$ cat src/rtl/ps2_sensor_tracker.sv
// Tracks PS/2 set-2 make/break scan codes into a per-channel "key held" mask,
// with popcount, change pulse and sequence-error pulse.
module ps2_sensor_tracker #(
  parameter int unsigned           N_CH      = 4,
  parameter logic [N_CH*8-1:0]     KEY_CODES = {8'h2B, 8'h23, 8'h1B, 8'h1C},
  parameter logic [7:0]            CLR_CODE  = 8'h29,
  parameter int unsigned           TO_CYCLES = 1_000_000,
  localparam int unsigned          CW        = $clog2(N_CH + 1)
) (
  input  logic            clk,
  input  logic            reset,
  input  logic            rx_valid,
  input  logic [7:0]      rx_data,
  input  logic            clear,
  output logic [N_CH-1:0] sensor_mask,
  output logic [CW-1:0]   active_count,
  output logic            changed,
  output logic            seq_err
);

  localparam int unsigned TW       = $clog2(TO_CYCLES);
  localparam logic [TW-1:0] TO_LAST = TW'(TO_CYCLES - 1);
  localparam logic [7:0]  BRK_CODE = 8'hF0;
  localparam logic [7:0]  EXT_CODE = 8'hE0;

  typedef enum logic [1:0] {StIdle, StBrk, StExt, StExtBrk} state_e;

  state_e          state_q, state_d;
  logic [TW-1:0]   cnt_q, cnt_d;
  logic [N_CH-1:0] mask_q, mask_d;
  logic            changed_q, changed_d;
  logic            seq_err_q, seq_err_d;
  logic [N_CH-1:0] hit_oh;
  logic            found;
  logic            is_prefix;

  assign is_prefix = (rx_data == BRK_CODE) || (rx_data == EXT_CODE);

  // One-hot of the lowest channel whose key code matches the current byte.
  always_comb begin
    hit_oh = '0;
    found  = 1'b0;
    for (int unsigned i = 0; i < N_CH; i++) begin
      if (!found && rx_data == KEY_CODES[8*i +: 8]) begin
        hit_oh[i] = 1'b1;
        found     = 1'b1;
      end
    end
  end

  always_ff @(posedge clk or posedge reset) begin
    if (reset) begin
      state_q   <= StIdle;
      cnt_q     <= '0;
      mask_q    <= '0;
      changed_q <= 1'b0;
      seq_err_q <= 1'b0;
    end else begin
      state_q   <= state_d;
      cnt_q     <= cnt_d;
      mask_q    <= mask_d;
      changed_q <= changed_d;
      seq_err_q <= seq_err_d;
    end
  end

  always_comb begin
    state_d   = state_q;
    cnt_d     = cnt_q;
    seq_err_d = 1'b0;
    if (clear) begin
      state_d = StIdle;
      cnt_d   = '0;
    end else if (rx_valid) begin
      unique case (state_q)
        StIdle: begin
          if (rx_data == BRK_CODE) begin
            state_d = StBrk;
            cnt_d   = '0;
          end else if (rx_data == EXT_CODE) begin
            state_d = StExt;
            cnt_d   = '0;
          end
        end
        StBrk: begin
          state_d   = StIdle;
          seq_err_d = is_prefix;
        end
        StExt: begin
          if (rx_data == BRK_CODE) begin
            state_d = StExtBrk;
            cnt_d   = '0;
          end else begin
            state_d = StIdle;
          end
        end
        StExtBrk: state_d = StIdle;
      endcase
    end else if (state_q != StIdle) begin
      // Silent cycles inside a prefix: abandon it once the budget is spent.
      if (cnt_q == TO_LAST) begin
        state_d   = StIdle;
        cnt_d     = '0;
        seq_err_d = 1'b1;
      end else begin
        cnt_d = cnt_q + 1'b1;
      end
    end
  end

  always_comb begin
    mask_d = mask_q;
    if (clear) begin
      mask_d = '0;
    end else if (rx_valid && !is_prefix) begin
      if (state_q == StIdle) begin
        if (rx_data == CLR_CODE) mask_d = '0;
        else                     mask_d = mask_q | hit_oh;
      end else if (state_q == StBrk) begin
        mask_d = mask_q & ~hit_oh;
      end
    end
    changed_d = (mask_d != mask_q);
  end

  always_comb begin
    active_count = '0;
    for (int unsigned i = 0; i < N_CH; i++) begin
      active_count = active_count + CW'(mask_q[i]);
    end
  end

  assign sensor_mask = mask_q;
  assign changed     = changed_q;
  assign seq_err     = seq_err_q;

endmodule

$ cat config.mk
export PLATFORM = sky130hd
export DESIGN_NAME = ps2_sensor_tracker
export DESIGN_NICKNAME = d
export VERILOG_FILES = /design/src/rtl/ps2_sensor_tracker.sv
export SDC_FILE = /design/constraint.sdc
export NUM_CORES = 1
export LEC_CHECK = 0
export BUFFER_PORTS_ARGS = -buffer_cell sky130_fd_sc_hd__buf_4
export CORE_ASPECT_RATIO = 1.75
export CORE_MARGIN = 2
export CORE_UTILIZATION = 45
export CTS_CLUSTER_SIZE = 40
export DETAILED_ROUTE_END_ITERATION = 8
export PLACE_DENSITY = 0.74
export SLEW_MARGIN = 20
export SYNTH_ARGS = -nofsm -noshare
export SYNTH_HDL_FRONTEND = slang
export SYNTH_SLANG_ARGS = --single-unit
$ cat constraint.sdc
create_clock -name clk -period 2.25 [get_ports clk]
set_input_delay 0.45 -clock clk [delete_from_list [all_inputs] [get_ports clk]]
set_output_delay 0.45 -clock clk [all_outputs]
set_load 0.02 [all_outputs]
==> metrics.log, run 1 <==
INFO  metric dieHeight = roughly 90 um
INFO  metric regToRegStartpoint = cnt_q[6]$_DFFE_PP0P_
INFO  metric crit_path_dat = roughly 1800 ps
INFO  metric clkSlewWorstSetupHoldPaths = 100 ps
INFO  metric worst_setup_slack_after_placement = -51.8 ps
INFO  metric drc = 0
INFO  metric hold_violations = 0
INFO  metric run_status = finished, violations left
INFO  metric first_global_vias = 1834
INFO  metric ports_placed_on_the_boundary = 21
INFO  metric holdWs = ~230 ps
INFO  metric synth_area_leader_cell = dfrtp_1
INFO  metric clock_insertion_delay_worst_skew = roughly 270 ps
INFO  metric critical_path.max_fanout = 2
INFO  metric die_width = 52.1 um
INFO  metric global_route.overflow_total = 0
INFO  metric num-nets-final = 266
INFO  metric detail_route.first_pass.iterations = 4
INFO  metric ys_seq_area_share = a little under two fifths
INFO  metric yosys-top-cells-count = 28 x dfrtp_1, 25 x nor2_1, 15 x nand2_1
INFO  metric core_region_area = about 4000 sq um
INFO  metric grt_use_total = a little under a quarter
INFO  metric finalMaxSlewViolations = 0
INFO  metric syn2layout_area_growth = 24.4%
INFO  metric syn-instance-count = around 210
INFO  metric finClkSkew = ~3.8 ps
INFO  metric cts_root_buffer = clkbuf_8
INFO  metric max_cap_violations = 0
INFO  metric post_synth_num_cell_types = slightly above 50
INFO  metric setup.worst_path.class = reg -> out
INFO  metric final_antenna_net_count = 0
INFO  metric finalWorstPathRequiredPeriod = around 2300 ps
INFO  metric synthesis.area_per_instance = 8.78 sq um
INFO  metric postSynthRegisterBits = 28
INFO  metric initial_core_utilization = between 40% and 50%
INFO  metric finalSetupViolations = 1
INFO  metric worstSetupStartpointType = register
INFO  metric synthMostInstantiatedCell = dfrtp_1
INFO  metric route.detailed.wl_per_inst = approximately 16 um
INFO  metric synth_top_area_share = between 30% and 40%
INFO  metric fin_area = roughly 2300 sq um
INFO  metric postLayoutCoreUtil = between 50% and 60%
INFO  metric detail_route.wirelength = 4760 um
INFO  metric initialDrtViolationCount = 66
INFO  metric buffer_ports.inserted = 20
INFO  metric hold_path_class = in -> async
INFO  metric synth_edf_count = 0
INFO  metric htree_num_levels = 1
INFO  metric syn-num-nets = roughly 220
INFO  metric final-instance-count-excl-fill = 297
INFO  metric number_of_standard_cell_rows_in_the_floorplan = 30
INFO  metric cts_max_path_buffers = 2
INFO  metric synth_area = approximately 1800 sq um
INFO  metric seq_area = around 700 sq um
INFO  metric multi_input_logic_area = about 1100 sq um
INFO  metric via_per_inst = 5.96
INFO  metric post_dp_cell_area = 2160 sq um
INFO  metric clkSinkCount = 28
INFO  metric max-slew-margin-rel = between 60 and 70%
INFO  metric grt_antenna_before_repair = 0
INFO  metric die_footprint = about 4600 sq um
INFO  metric post_synth_main_area_contributors = dfrtp_1 38%, nor2_1 5.1%, xor2_1 4.8%
INFO  metric route.vias.total = around 1800
INFO  metric grt_pass1_wl = about 8000 um
INFO  metric setup_repair_after_global_routing_missed_its_margin = yes
INFO  metric p_leak = roughly 0.00098 uW
INFO  metric final_layout_size_suffix_gt1_share = between 20% and 30%
INFO  metric place_hpwl = about 3600 um
INFO  metric layout_worst_path_cycle_share = 101%
INFO  metric p_per_area = between 400 and 500 nW/um^2
INFO  metric synthArstFlopShare = 100%
INFO  metric max_slew.worst_pin.slew = around 460 ps
INFO  metric required = roughly 1800 ps
INFO  metric ir_worst_vdd = between 0.0004 and 0.0005 V
INFO  metric fillerInstances = 393
INFO  metric critical_path.startpoint = sensor_mask[1]$_DFF_PP0_
INFO  metric yosys_warnings = 0
INFO  metric grt_start_max_net_pins = 29
INFO  metric achievable-frequency = approximately 440 MHz
INFO  metric n_antenna_cell = 0
INFO  metric failing_checks = setup timing
INFO  metric ys_dominant_reg_cell = dfrtp_1
INFO  metric post-route-worst-setup-slack = -18.9 ps
INFO  metric clock_tree_from_tritoncts = built
INFO  metric dp.cells = 290
INFO  metric timing.critical_path.to_type = primary output
INFO  metric place.gp.congestion = slightly below 0.9
INFO  metric tritoncts.num_buffers = 3
## through the flow
step	TNS (ps)	total power [uW]
2_1_floorplan	0	576
6_report	-18.9	932
5_1_grt	-123	969
4_1_cts	-17.4	944
3_5_place_dp	-121	626
3_3_place_gp	-28.9	624
## worst max-delay path, cell delays in order, from the launching register on
cell and delay [ps]:
dfrtp_1 390, inv_2 50, fa_1 530, inv_1 70, ha_4 160, ha_4 250, buf_6 100
## cell usage in the layout, fill, tap and decap left out, types with 2 or more instances in the layout
cell type | synthesis | final
a31oi_1 | 4 | 4
o31ai_1 | 3 | 3
xor2_1 | 10 | 10
or3_1 | 5 | 5
nand3_1 | 4 | 4
a22o_1 | 4 | 4
nand4_1 | 3 | 3
a21oi_1 | 7 | 7
inv_1 | 14 | 12
nor2_1 | 25 | 25
a41oi_1 | 2 | 2
nor3_1 | 4 | 4
and4_1 | 3 | 3
buf_4 | 0 | 45
ha_4 | 0 | 2
dfrtp_1 | 28 | 28
nand2_1 | 15 | 15
clkbuf_8 | 0 | 4
nor2b_1 | 2 | 2
nor4_1 | 3 | 3
o2111ai_1 | 3 | 3
and3_1 | 2 | 2
a21o_1 | 2 | 2
and2_1 | 2 | 2
or2_2 | 2 | 2
a2bb2oi_1 | 2 | 2
o22ai_1 | 2 | 2
o21ai_0 | 14 | 14
nand2b_1 | 3 | 3
o211ai_1 | 6 | 6
o41ai_1 | 2 | 2
inv_2 | 0 | 2
nor4b_1 | 2 | 2
## state kept, by name, summed over array words and instances (netlist names)
| register | cells |
|---|---|
| sensor_mask | 4 |
| cnt_q | 20 |
| changed | 1 |
| seq_err | 1 |
| state_q | 2 |
## logic make-up (layout without fill, tap and decap cells)
logic type / count (synthesis) / after routing / synth area share (%)
and+or+nand+nor: 83 / 83 / 24.3
AOI/OAI and AO/OA: 58 / 58 / 23.0
DFF: 28 / 28 / 38.4
buffers and inverters: 23 / 64 / 5.28
xor gates and xnor gates: 11 / 11 / 5.28
adders and majority gates: 4 / 4 / 3.15
muxes: 1 / 1 / 0.617
## path summary, 6_finish.rpt
| check | end | slack (ps) | depth (start not counted) |
|---|---|---|---|
| setup / recovery | active_count[1] | -20 | 6 |
| hold / removal | cnt_q[10]$_DFFE_PP0P_ | 230 | 3 |
| setup reg to reg | cnt_q[18]$_DFFE_PP0P_ | 400 | 5 |
| hold reg to reg | cnt_q[1]$_DFFE_PP0P_ | 540 | 2 |
| max in group asynchronous | changed$_DFF_PP0_ | 1740 | 3 |
| min in group clk | sensor_mask[1]$_DFF_PP0_ | 410 | 2 |
## repair_timing
item,CTS,global route
hold buffers,0,0
resized for setup,5,1
pin swaps,2,0
buffers inserted,2,1
setup endpoints to repair,2,2
endpoints found under the hold margin,0,0
## layer usage
metal / GRT usage [%] / vias to the layer above / part of all wire [%]
met5: 0 / - / 0
met4: 12.6 / 0 / 2.6
met3: 2.03 / 14 / 2.1
met2: 44.5 / 45 / 57
met1: 23.7 / 868 / 38
li1: - / 843 / -
## where the power goes
part / internal [uW] / leakage [uW] / switching (uW)
clock network: 157 / 0.0000288 / 158
registers: 506 / 0.000390 / 2.94
logic: 46.3 / 0.000564 / 61.3
total: 709 / 0.000983 / 223
## cell type report
class	count	area share, %
Multi-Input combinational cell	157	46.4
Tap cell	48	2.64
Sequential cell	28	30.9
Clock buffer	4	2.42
Timing Repair Buffer	46	15.4
Inverter	14	2.31
Power figures use the tool's default switching activity.
==> inputs of run 2 (changes only) <==
Clock period 2.25 ns to 2.6 ns, I/O delays scaled along.
==> run 2 against run 1 <==
The run now ends clean. Cell count is 5.1% lower. Routed wire length is 6.0% lower. Clock power is 13% lower. Clock skew is 3.9 ps higher. Non-clock buffer count is 15 lower. Total power is 14% lower. Die area stayed put. First-iteration DRC count is 44% lower. Utilization is 3.6 points lower. Sequential share of layout area is 2.1 points higher. Critical path depth stayed put.
==> metrics.log, run 2 (same netlist as run 1, synthesis figures left out) <==
INFO  metric run_status = finished clean
INFO  metric layout_worst_path_cycle_share = 95.8%
INFO  metric clock_tree_from_tritoncts = built
INFO  metric clkSinkCount = 28
INFO  metric clock_insertion_delay_worst_skew = approximately 280 ps
INFO  metric ir_worst_vdd = 0.000310 V
INFO  metric p_leak = slightly above 0.0009 uW
INFO  metric place.gp.congestion = ~0.85
INFO  metric dieHeight = roughly 88 um
INFO  metric worstSetupStartpointType = register
INFO  metric finClkSkew = around 7.6 ps
INFO  metric postLayoutCoreUtil = a little over half
INFO  metric finalMaxSlewViolations = 0
INFO  metric timing.critical_path.slowest_stage_cell = fa_1
INFO  metric cp_slowest_stage_delay = 540 ps
INFO  metric cts_root_buffer = clkbuf_8
INFO  metric crit_path_dat = between 1500 and 2000 ps
INFO  metric post-route-worst-setup-slack = approximately 110 ps
INFO  metric drc = 0
INFO  metric via_per_inst = about 6.1
INFO  metric p_per_area = between 300 and 400 nW/um^2
INFO  metric initial_core_utilization = 46.8%
INFO  metric post_dp_cell_area = a little over 2000 sq um
INFO  metric worst_setup_slack_after_placement = about 210 ps
INFO  metric grt_pass1_wl = between 7000 and 8000 um
INFO  metric fin_area = approximately 2100 sq um
INFO  metric die_width = 52.1 um
INFO  metric place_hpwl = about 3400 um
INFO  metric route.detailed.wl_per_inst = around 16 um
INFO  metric initialDrtViolationCount = 37
INFO  metric tritoncts.num_buffers = 3
INFO  metric hold_violations = 0
INFO  metric max_cap_violations = 0
INFO  metric final_common_cell = buf_4
INFO  metric setup_repair_after_global_routing_missed_its_margin = no
INFO  metric finalSetupViolations = 0
INFO  metric grt_start_max_net_pins = 29
INFO  metric finalWorstPathRequiredPeriod = around 2500 ps
INFO  metric critical_path.cell_chain = inv_1, fa_1, inv_1, ha_1, ha_1, buf_4
INFO  metric largest_register_ff_count = 20
INFO  metric worstRegToRegCells = 6
INFO  metric number_of_standard_cell_rows_in_the_floorplan = 30
INFO  metric die_footprint = about 4600 sq um
INFO  metric final_antenna_net_count = 0
INFO  metric clkSlewWorstSetupHoldPaths = about 100 ps
INFO  metric top_register = cnt_q
INFO  metric cts_max_path_buffers = 2
INFO  metric hold_path_class = in -> async
INFO  metric multi_input_logic_area = ~1000 sq um
INFO  metric grt_use_total = 21.5%
INFO  metric first_global_vias = around 1700
INFO  metric ports_placed_on_the_boundary = 21
INFO  metric max_slew.worst_pin.slew = 598 ps
INFO  metric global_route.overflow_total = 0
INFO  metric htree_num_levels = 1
INFO  metric setup_tns = 0 ps
INFO  metric detail_route.first_pass.iterations = 5
INFO  metric final_layout_size_suffix_gt1_share = 18.8%
INFO  metric n_antenna_cell = 0
INFO  metric achievable-frequency = around 400 MHz
INFO  metric critical_path.max_fanout = 6
INFO  metric timing.critical_path.to_type = primary output
INFO  metric max-slew-margin-rel = between 60% and 70%
INFO  metric grt_antenna_before_repair = 0
INFO  metric report.power.total = about 800 uW
INFO  metric top_library_cells_by_usage_in_the_layout_fill_and_taps_aside = 31 x buf_4, 27 x dfrtp_1, 25 x nor2_1, 15 x nand2_1
INFO  metric seq_area = approximately 700 sq um
INFO  metric detail_route.wirelength = between 4000 and 5000 um
INFO  metric required = between 2000 and 2500 ps
INFO  metric fillerInstances = about 400
INFO  metric core_region_area = between 3000 and 4000 sq um
INFO  metric setup.worst_path.class = reg -> out
INFO  metric route.vias.total = around 1700
INFO  metric syn2layout_area_growth = 16.7%
INFO  metric num-nets-final = between 200 and 300
INFO  metric buffer_ports.inserted = 20
[run 2: cell types whose count changed in the layout (fill, tap and decap cells not counted), sizes merged]
cell	previous run	this run
buf	46	31
[run 2: layout make-up]
cell class / count / area share, %
repair buffers: 31 / 10.9
well taps: 48 / 2.82
multi-input cells: 157 / 48.3
inverters: 14 / 2.47
flip-flops and latches: 28 / 32.9
clock buffers: 4 / 2.58
[run 2: metrics by stage]
step                      cells  hold slack (ps)
after global routing        282              345
after CTS                   282              315
final                       282              299
after global placement      278              502
after floorplan             208              475
after detailed placement    278              514
[run 2: worst max-delay path, delay by kind of cell, from the launching register on]
kind | cells | cell delay, ps
DFF | 1 | 420
buffers and inverters | 3 | 300
adders and majority gates | 3 | 970
[run 2: final timing paths]
kind	endpoint	slack, ps	startpoint
max	active_count[1]	110	sensor_mask[0]$_DFF_PP0_
min	seq_err$_DFF_PP0_	300	reset
max reg2reg	cnt_q[14]$_DFFE_PP0P_	520	state_q[0]$_DFFE_PP0P_
min reg2reg	cnt_q[1]$_DFFE_PP0P_	530	cnt_q[1]$_DFFE_PP0P_
max in group asynchronous	sensor_mask[0]$_DFF_PP0_	2000	reset
min in group clk	state_q[1]$_DFFE_PP0P_	480	rx_data[4]
[run 2: report_power, final]
group	leakage (uW)	switching, uW	total, uW	internal, uW
clock	0.0000288	139	274	136
sequential	0.000389	2.46	440	438
combinational	0.000494	51.3	82.9	31.6
[run 2: timing repair]
item | in CTS | in global routing
setup buffers | 0 | 0
hold buffers | 0 | 0
hold endpoints to repair | 0 | 0
resized for setup | 0 | 1
endpoints found under the setup margin | 0 | 1
[run 2: layer usage]
metal	wire length (um)	GRT usage, %	vias to the layer above
li1	-	-	820
met1	1670	22.3	825
met2	2520	41.2	46
met3	88	1.86	18
met4	201	11.2	0
met5	0	0	-
